==> src/rtl/fwd_pkg.sv <==
// rtl/fwd_pkg.sv - shared types for the forwarding / hazard unit
package fwd_pkg;

    // Largest operand count and address width any instance may use; stage tags
    // are sized to these so one struct type serves every parameterisation.
    localparam int MAX_SRC = 4;
    localparam int MAX_AW  = 8;

    typedef logic [MAX_AW-1:0] addr_t;

    typedef enum logic [1:0] {
        REG      = 2'b00,
        MEM_ALU  = 2'b01,
        WB       = 2'b10,
        MEM_DATA = 2'b11
    } fwd_sel_e;

    typedef struct packed {
        logic                     valid;
        logic [MAX_SRC-1:0][MAX_AW-1:0] src;
        logic [MAX_SRC-1:0]       src_used;
        addr_t                    dst;
        logic                     regwrite;
        logic                     memread;
    } tag_t;

    // Zero register is the all-ones address of an aw-bit register file,
    // zero-extended to the tag width.
    function automatic addr_t zero_reg(int aw);
        addr_t r;
        for (int i = 0; i < MAX_AW; i++) begin
            r[i] = (i < aw);
        end
        return r;
    endfunction

endpackage

==> src/rtl/fwd_match.sv <==
// rtl/fwd_match.sv - per-source forwarding priority compare
module fwd_match
    import fwd_pkg::*;
#(
    parameter int AW = 5
) (
    input  logic [MAX_AW-1:0] src,
    input  logic              src_used,
    input  logic              mem_valid,
    input  logic              mem_regwrite,
    input  logic              mem_memread,
    input  logic [MAX_AW-1:0] mem_dst,
    input  logic              wb_valid,
    input  logic              wb_regwrite,
    input  logic [MAX_AW-1:0] wb_dst,
    output logic [1:0]        sel
);

    localparam addr_t ZR = zero_reg(AW);

    logic mem_hit;
    logic wb_hit;

    assign mem_hit = mem_valid && mem_regwrite && (mem_dst == src) && (mem_dst != ZR);
    assign wb_hit  = wb_valid  && wb_regwrite  && (wb_dst  == src) && (wb_dst  != ZR);

    // Youngest producer wins: MEM before WB, register file otherwise.
    always_comb begin
        sel = REG;
        if (src_used && (src != ZR)) begin
            if (mem_hit) begin
                sel = mem_memread ? MEM_DATA : MEM_ALU;
            end else if (wb_hit) begin
                sel = WB;
            end
        end
    end

endmodule

==> src/rtl/forward_hazard_unit.sv <==
// rtl/forward_hazard_unit.sv - EX/MEM/WB tag pipeline with operand forwarding and load-use stall
module forward_hazard_unit
    import fwd_pkg::*;
#(
    parameter int NUM_SRC    = 2,
    parameter int AW         = 5,
    parameter int LOAD_STALL = 1,
    parameter int CNT_W      = 16
) (
    input  logic                   clk,
    input  logic                   reset_n,
    input  logic                   id_valid,
    input  logic [NUM_SRC*AW-1:0]  id_src,
    input  logic [NUM_SRC-1:0]     id_src_used,
    input  logic [AW-1:0]          id_dst,
    input  logic                   id_regwrite,
    input  logic                   id_memread,
    input  logic                   flush,
    output logic [2*NUM_SRC-1:0]   fwd_sel,
    output logic                   stall,
    output logic                   ex_valid,
    output logic                   mem_valid,
    output logic                   wb_valid,
    output logic [CNT_W-1:0]       stall_cnt
);

    localparam addr_t ZR = zero_reg(AW);

    tag_t id_tag;
    tag_t ex_tag;
    tag_t mem_tag;
    tag_t wb_tag;
    logic load_use;

    // Pack the decode-stage inputs into a stage tag.
    always_comb begin
        id_tag          = '0;
        id_tag.valid    = id_valid;
        for (int i = 0; i < NUM_SRC; i++) begin
            id_tag.src[i]      = MAX_AW'(id_src[i*AW +: AW]);
            id_tag.src_used[i] = id_src_used[i];
        end
        id_tag.dst      = MAX_AW'(id_dst);
        id_tag.regwrite = id_regwrite;
        id_tag.memread  = id_memread;
    end

    // A load in EX whose result a decode-stage operand needs.
    always_comb begin
        load_use = 1'b0;
        if (ex_tag.valid && ex_tag.memread && ex_tag.regwrite && (ex_tag.dst != ZR)) begin
            for (int i = 0; i < NUM_SRC; i++) begin
                if (id_tag.src_used[i] && (id_tag.src[i] == ex_tag.dst)) begin
                    load_use = 1'b1;
                end
            end
        end
    end

    // Flush wins over stall; without the stall mode, MEM_DATA forwarding covers loads.
    assign stall = (LOAD_STALL != 0) && id_valid && !flush && load_use;

    // Advance the tag pipeline; stalled or flushed decode slots enter EX as bubbles.
    always_ff @(posedge clk or negedge reset_n) begin
        if (!reset_n) begin
            ex_tag  <= '0;
            mem_tag <= '0;
            wb_tag  <= '0;
        end else begin
            wb_tag  <= mem_tag;
            mem_tag <= ex_tag;
            ex_tag  <= (id_valid && !stall && !flush) ? id_tag : '0;
        end
    end

    // Saturating count of stall cycles.
    always_ff @(posedge clk or negedge reset_n) begin
        if (!reset_n) begin
            stall_cnt <= '0;
        end else if (stall && (stall_cnt != '1)) begin
            stall_cnt <= stall_cnt + CNT_W'(1);
        end
    end

    genvar g;
    for (g = 0; g < NUM_SRC; g++) begin : g_src
        fwd_match #(.AW(AW)) u_match (
            .src          (ex_tag.src[g]),
            .src_used     (ex_tag.src_used[g]),
            .mem_valid    (mem_tag.valid),
            .mem_regwrite (mem_tag.regwrite),
            .mem_memread  (mem_tag.memread),
            .mem_dst      (mem_tag.dst),
            .wb_valid     (wb_tag.valid),
            .wb_regwrite  (wb_tag.regwrite),
            .wb_dst       (wb_tag.dst),
            .sel          (fwd_sel[2*g +: 2])
        );
    end

    assign ex_valid  = ex_tag.valid;
    assign mem_valid = mem_tag.valid;
    assign wb_valid  = wb_tag.valid;

endmodule

==> config.mk <==
export PLATFORM = sky130hd
export DESIGN_NAME = forward_hazard_unit
export DESIGN_NICKNAME = d
export VERILOG_FILES = /design/src/rtl/fwd_pkg.sv /design/src/rtl/fwd_match.sv /design/src/rtl/forward_hazard_unit.sv
export SDC_FILE = /design/constraint.sdc
export NUM_CORES = 1
export LEC_CHECK = 0
export CAP_MARGIN = 5
export CORE_AREA = 2 2 85 87
export DETAILED_ROUTE_END_ITERATION = 8
export DIE_AREA = 0 0 87 89
export PLACE_DENSITY = 0.65
export SETUP_SLACK_MARGIN = 0.05
export SYNTH_ARGS = -nofsm -noshare
export SYNTH_HDL_FRONTEND = slang
export SYNTH_SLANG_ARGS = --single-unit
==> constraint.sdc <==
create_clock -name clk -period 3.35 [get_ports clk]
set_input_delay 0.5025 -clock clk [delete_from_list [all_inputs] [get_ports clk]]
set_output_delay 0.5025 -clock clk [all_outputs]
set_load 0.005 [all_outputs]
==> results.yml, run 1 <==
outcome:
  outcome: "completed"
critical_path:
  r2r-start: "ex_tag[2]"
  crit_top_cell: "clkdlybuf4s50_1"
  cp.required_ns: 2.85
  cp_top_family: "buffers and inverters"
  r2r_end: "ex_tag[23]"
  cp.arrival_ns: 2.17
  cp_cell_sequence: "clkdlybuf4s50_1, xnor2_1, nand4_1, o22ai_4, and2_1, clkdlybuf4s50_1"
  crit_path_end_kind: "output pin"
  crit_buf_inv: 2
  cp.depth: 6
  reg2reg_depth: 6
  critPathKind: "in -> out"
  worstSetupStartpointType: "primary input"
  path_max_fanout: 2
  slowest_stage: "clkdlybuf4s50_1"
  regToRegSetupSlack_ns: 1.38
  cp_slowest_stage_delay_ns: 0.50
clock_network:
  htreeDepth: 2
  cts_setup_buffers: 0
  post_cts_resized: 0
  insertion_delay_ns: 0.30
  cts_tree: "built"
  cts_made_buffers: 5
  root_buffer: "clkbuf_8"
  cts_sinks: 51
  clock_path_buffers: 2
  cts.clk_slew.worst_paths_ns: 0.09
  ctsHoldBuffers: 0
hold_path:
  holdCritPathClass: "in -> async"
synthesis:
  synth-seq-cells: 51
  netlist_area_mm2: 0.002343
  synthesis.instances: 201
  async_reset_ff_share_pct: 100.0
  synth_seq_area_share_pct: 54.46
  ys_warn_count: 0
  syn-num-nets: 225
  synthFlopType: "dfrtp_1"
  avgSynthCellArea_um2: 11.66
  synthDistinctLibCells: 29
  synth-edff-count: 0
placed_design:
  dp_slack_ns: 0.6452
  dp_hpwl_um: 3516
  place_area_mm2: 0.002889
  routabilityCongestion: 0.8221
  portBuffers: 46
route:
  drt_iter0_drc: 84
  ant_nets: 0
  wirelength_um: 4689
  drc: 0
  vias: 1613
  dr.pass1.iters: 4
  wl_per_cell_um: 14.04
  avgViaCountPerCell: 4.829
sta:
  max_freq_mhz: 374.1
  slew_violations: 0
  finalHoldViolCount: 0
  worst-slew-pin-transition_ns: 0.9043
  skew_ns: 0.007262
  rsz0062_at_grt: "no"
  setup_ws_ns: 0.6772
  fin_crit_ns: 2.673
  fin_tns_setup_ns: 0
  setup_viol: 0
  timing.final.crit_share_pct: 79.78
  slew_headroom_pct: 39.71
layout:
  stdcell_area_mm2: 0.002984
  utilization_pct: 44.41
  n_antenna_cell: 0
  area_growth_pct: 27.34
  drive_above_1_share_pct: 7.480
  final_nets: 277
global_route:
  grt.total_usage_pct: 13.72
  antenna_found_initial: 0
  grt_pass1_vias: 1673
  grt_max_degree: 42
  grt_pass1_wl_um: 8142
  gr-total-overflow: 0
pwr:
  ir_worst_vdd_mv: 0.1578
  power.density_mw_per_mm2: 370.3
  p_leak_nw: 1.304
floorplanning:
  pin_count: 47
  die_h_um: 89
  die_area_mm2: 0.007743
  fp-row-count: 30
  start_util_pct: 34.88
  core_area_mm2: 0.006719
  dieWidth_um: 87
run:
  maxCapViolations: 0
-- Yosys cell counts, types with 2 or more instances --
library cell | number | area share, %
and2_1 | 20 | 5.3
nand4_1 | 14 | 3.7
nand2_1 | 10 | 1.6
dfrtp_1 | 51 | 54
xor2_1 | 10 | 3.7
mux2i_1 | 3 | 1.3
o21ai_0 | 2 | 0.43
nor4_1 | 3 | 0.80
xnor2_1 | 33 | 12
nor2_1 | 8 | 1.3
nand2b_1 | 2 | 0.53
and3_1 | 10 | 2.7
mux2_4 | 2 | 1.3
buf_6 | 2 | 0.96
nor3_1 | 2 | 0.43
nand3_1 | 13 | 2.8
and4_1 | 2 | 0.75
a31oi_1 | 2 | 0.53
buf_2 | 2 | 0.43
-- through the flow --
| stage | hold slack [ns] | power [mW] | std cells |
|---|---|---|---|
| global route | 0.3806 | 1.165 | 334 |
| CTS | 0.3458 | 1.125 | 334 |
| detailed placement | 0.3629 | 0.7552 | 326 |
| finish | 0.3228 | 1.105 | 334 |
| global placement | 0.3596 | 0.7541 | 326 |
| floorplan | 0.2069 | 0.7007 | 201 |
-- power by group --
part | switching [mW] | internal [mW] | total (mW)
Sequential | 0.0181 | 0.632 | 0.650
Combinational | 0.0390 | 0.0520 | 0.0910
Clock | 0.210 | 0.154 | 0.364
Total | 0.268 | 0.837 | 1.10
-- placed cells by master (no fill, tap or decap) --
| master | instances |
|---|---|
| and3_1 | 10 |
| buf_4 | 3 |
| o21ai_0 | 2 |
| nand4_2 | 1 |
| clkinv_4 | 1 |
| inv_1 | 1 |
| nor3_1 | 2 |
| clkbuf_8 | 5 |
| a21oi_2 | 1 |
| and4_1 | 2 |
| mux2_4 | 2 |
| buf_2 | 1 |
| nand4_1 | 14 |
| mux2i_1 | 3 |
| nand2_1 | 10 |
| xor2_1 | 10 |
| o22ai_4 | 1 |
| a211oi_4 | 1 |
| nand3_1 | 13 |
| dfrtp_1 | 51 |
| ha_1 | 1 |
| and2_1 | 20 |
| nor4_1 | 3 |
| a31oi_1 | 2 |
| inv_6 | 2 |
| nand3_2 | 1 |
| nand4b_1 | 1 |
| o211ai_1 | 1 |
| a21oi_1 | 1 |
| nor2_1 | 8 |
| clkdlybuf4s50_1 | 45 |
| nand2b_1 | 2 |
| xnor2_1 | 33 |
-- metal layers --
metal / GRT usage, % / vias to the layer above / wire, um
li1: - / 799 / -
met1: 18.26 / 775 / 2169
met2: 22.00 / 32 / 2270
met3: 3.139 / 7 / 158
met4: 5.114 / 0 / 90
met5: 0 / - / 0
-- layout make-up --
type	instances	area (um^2)
Sequential cell	51	1276
Clock buffer	5	68.82
Inverter	1	3.754
Fill cell	633	3735
Tap cell	80	100.1
Timing Repair Buffer	49	478.0
Clock inverter	3	26.28
Multi-Input combinational cell	145	1031
-- registers in the layout, indices dropped and copies added, names as in the netlist --
signal	cells
mem_tag	7
ex_tag	19
stall_cnt	16
wb_tag	6
wb_valid	1
mem_valid	1
ex_valid	1
-- worst max path at each step --
stage | start | to | slack [ns]
final | id_src[9] | stall | 0.68
after global routing | id_src[5] | stall | 0.57
after CTS | id_src[9] | stall | 0.65
after detailed placement | id_src[9] | stall | 0.65
after global placement | id_src[5] | stall | 0.67
after floorplan | id_src[5] | stall | 1.49
-- cell families after synthesis --
logic type / Yosys count / synth area share, %
simple gates: 87 / 21.25
mux: 5 / 2.563
compound gates: 9 / 3.577
buf+inv: 5 / 1.548
flops: 51 / 54.46
fa+ha+maj: 1 / 0.5338
xor+xnor: 43 / 16.07
Note: power is estimated with default switching activity, not from simulation.
==> run 2, diff against run 1 <==
clock period = 2.6 ns   (was 3.35 ns; I/O delays follow)
==> run 2 against run 1 <==
Utilization up 0.97 points; sequential cell count unchanged; register-to-register slack worse by 0.67 ns; sequential share of layout area shrank 0.87 points; global-route usage fell by 0.26 points; clock skew decreased by 0.0058 ns; critical endpoint unchanged; highest routed layer unchanged.
==> results.yml, run 2 (same netlist as run 1, synthesis figures left out) <==
sta:
  slew_headroom_pct: 55.22
  worst-slew-pin-transition_ns: 0.6717
  fin_tns_setup_ns: 0
  rsz0062_at_grt: "no"
  fin_crit_ns: 2.475
  max_freq_mhz: 404.1
  skew_ns: 0.001444
  finalHoldViolCount: 0
  setup_viol: 0
  slew_violations: 0
  timing.final.crit_share_pct: 95.18
pwr:
  seq_power_share_pct: 55.8
  ir_worst_vdd_mv: 0.2130
  power.density_mw_per_mm2: 491.5
  pwr-share-comb_pct: 8.2
  p_leak_nw: 1.355
  p_sw_share_pct: 21.86
  p_int_mw: 1.171
  switching_power_mw: 0.3276
  clkPwrFrac_pct: 35.9
clock_network:
  cts.clk_slew.worst_paths_ns: 0.09
  cts_sinks: 51
  htreeDepth: 2
  clock_path_buffers: 2
  cts_made_buffers: 5
  root_buffer: "clkbuf_8"
  ctsHoldBuffers: 0
  cts_tree: "built"
  insertion_delay_ns: 0.29
floorplanning:
  start_util_pct: 34.88
  pin_count: 47
  dieWidth_um: 87
  die_h_um: 89
  fp-row-count: 30
  core_area_mm2: 0.006719
  die_area_mm2: 0.007743
critical_path:
  worstSetupStartpointType: "primary input"
  cp.required_ns: 2.21
  reg2reg_depth: 6
  critPathKind: "in -> out"
  path_max_fanout: 2
  crit_path_end_kind: "output pin"
  cp.arrival_ns: 2.08
route:
  wirelength_um: 4771
  drc: 0
  drt_iter0_drc: 57
  dr.pass1.iters: 4
  avgViaCountPerCell: 4.885
  ant_nets: 0
  wl_per_cell_um: 14.07
  vias: 1656
layout:
  top_register: "ex_tag"
  final_common_cell: "dfrtp_1"
  area_growth_pct: 30.11
  drive_above_1_share_pct: 10.04
  n_antenna_cell: 0
  utilization_pct: 45.38
  final_cell_mix: "50 x dfrtp_1, 44 x clkdlybuf4s50_1, 33 x xnor2_1"
  final_nets: 282
  stdcell_area_mm2: 0.003049
  largest_reg_flops: 19
  largest_registers: "ex_tag x19, stall_cnt x16, mem_tag x7"
global_route:
  gr-total-overflow: 0
  grt_max_degree: 31
  antenna_found_initial: 0
  grt_pass1_wl_um: 8059
  grt.total_usage_pct: 13.46
  grt_pass1_vias: 1685
placed_design:
  portBuffers: 46
  dp_hpwl_um: 3582
  place_area_mm2: 0.002904
  routabilityCongestion: 0.7965
hold_path:
  holdCritPathClass: "in -> async"
outcome:
  outcome: "completed"
run:
  maxCapViolations: 0
==> run 2: critical path, cell delays in order <==
cell	delay (ns)
clkdlybuf4s50_1	0.51
xnor2_1	0.13
nand4_1	0.16
o22ai_4	0.21
and2_1	0.18
clkdlybuf4s50_1	0.51
==> run 2: power by group through the flow <==
stage	clock [mW]	sequential (mW)	combinational [mW]
2_1_floorplan	0	0.848	0.0553
4_1_cts	0.559	0.838	0.122
3_3_place_gp	0	0.854	0.120
6_report	0.538	0.837	0.124
3_5_place_dp	0	0.854	0.122
5_1_grt	0.597	0.841	0.139
==> run 2: final timing paths <==
check	slack [ns]	from	end
max in group asynchronous	1.85	reset_n	mem_valid
min in group clk	0.38	mem_tag[1]	wb_tag[1]
worst max register to register	0.71	stall_cnt[0]	stall_cnt[10]
worst max-delay path	0.13	id_src[8]	stall
worst min-delay path	0.12	reset_n	ex_tag[6]
worst min register to register	0.38	mem_tag[1]	wb_tag[1]
==> run 2: through the flow <==
stage	power [mW]	hold WS (ns)	std cells	setup WS [ns]
floorplan	0.9029	0.09441	201	0.8708
global placement	0.9742	0.3604	328	0.1419
detailed placement	0.9762	0.3627	328	0.1175
CTS	1.520	0.1405	336	0.1171
global route	1.576	0.1713	339	0.02694
finish	1.499	0.1208	339	0.1252
==> run 2: routing by layer <==
metal	part of all wire, %	GRT usage [%]
met4	1.9	4.972
met3	3.0	3.139
met2	50	21.93
met1	45	17.58
met5	0	0
==> run 2: timing repair <==
item                                    CTS  global route
endpoints found under the setup margin    0             3
setup buffers                             0             3
resized for setup                         0             3
==> run 2: layout make-up <==
type                    instances  area [um^2]
fillers                       624         3670
flip-flops and latches         51         1277
multi-input cells             145         1037
repair buffers                 54        518.0
well taps                      80        100.1
clock buffers                   5        68.82
clock inverters                 3        43.79
inverters                       1        3.754
==> run 3, diff against run 2 <==
SLEW_MARGIN = 5   (was unset)
==> results of run 3 <==
Same layout as run 2: the final DEF is identical, and so are final timing and power.
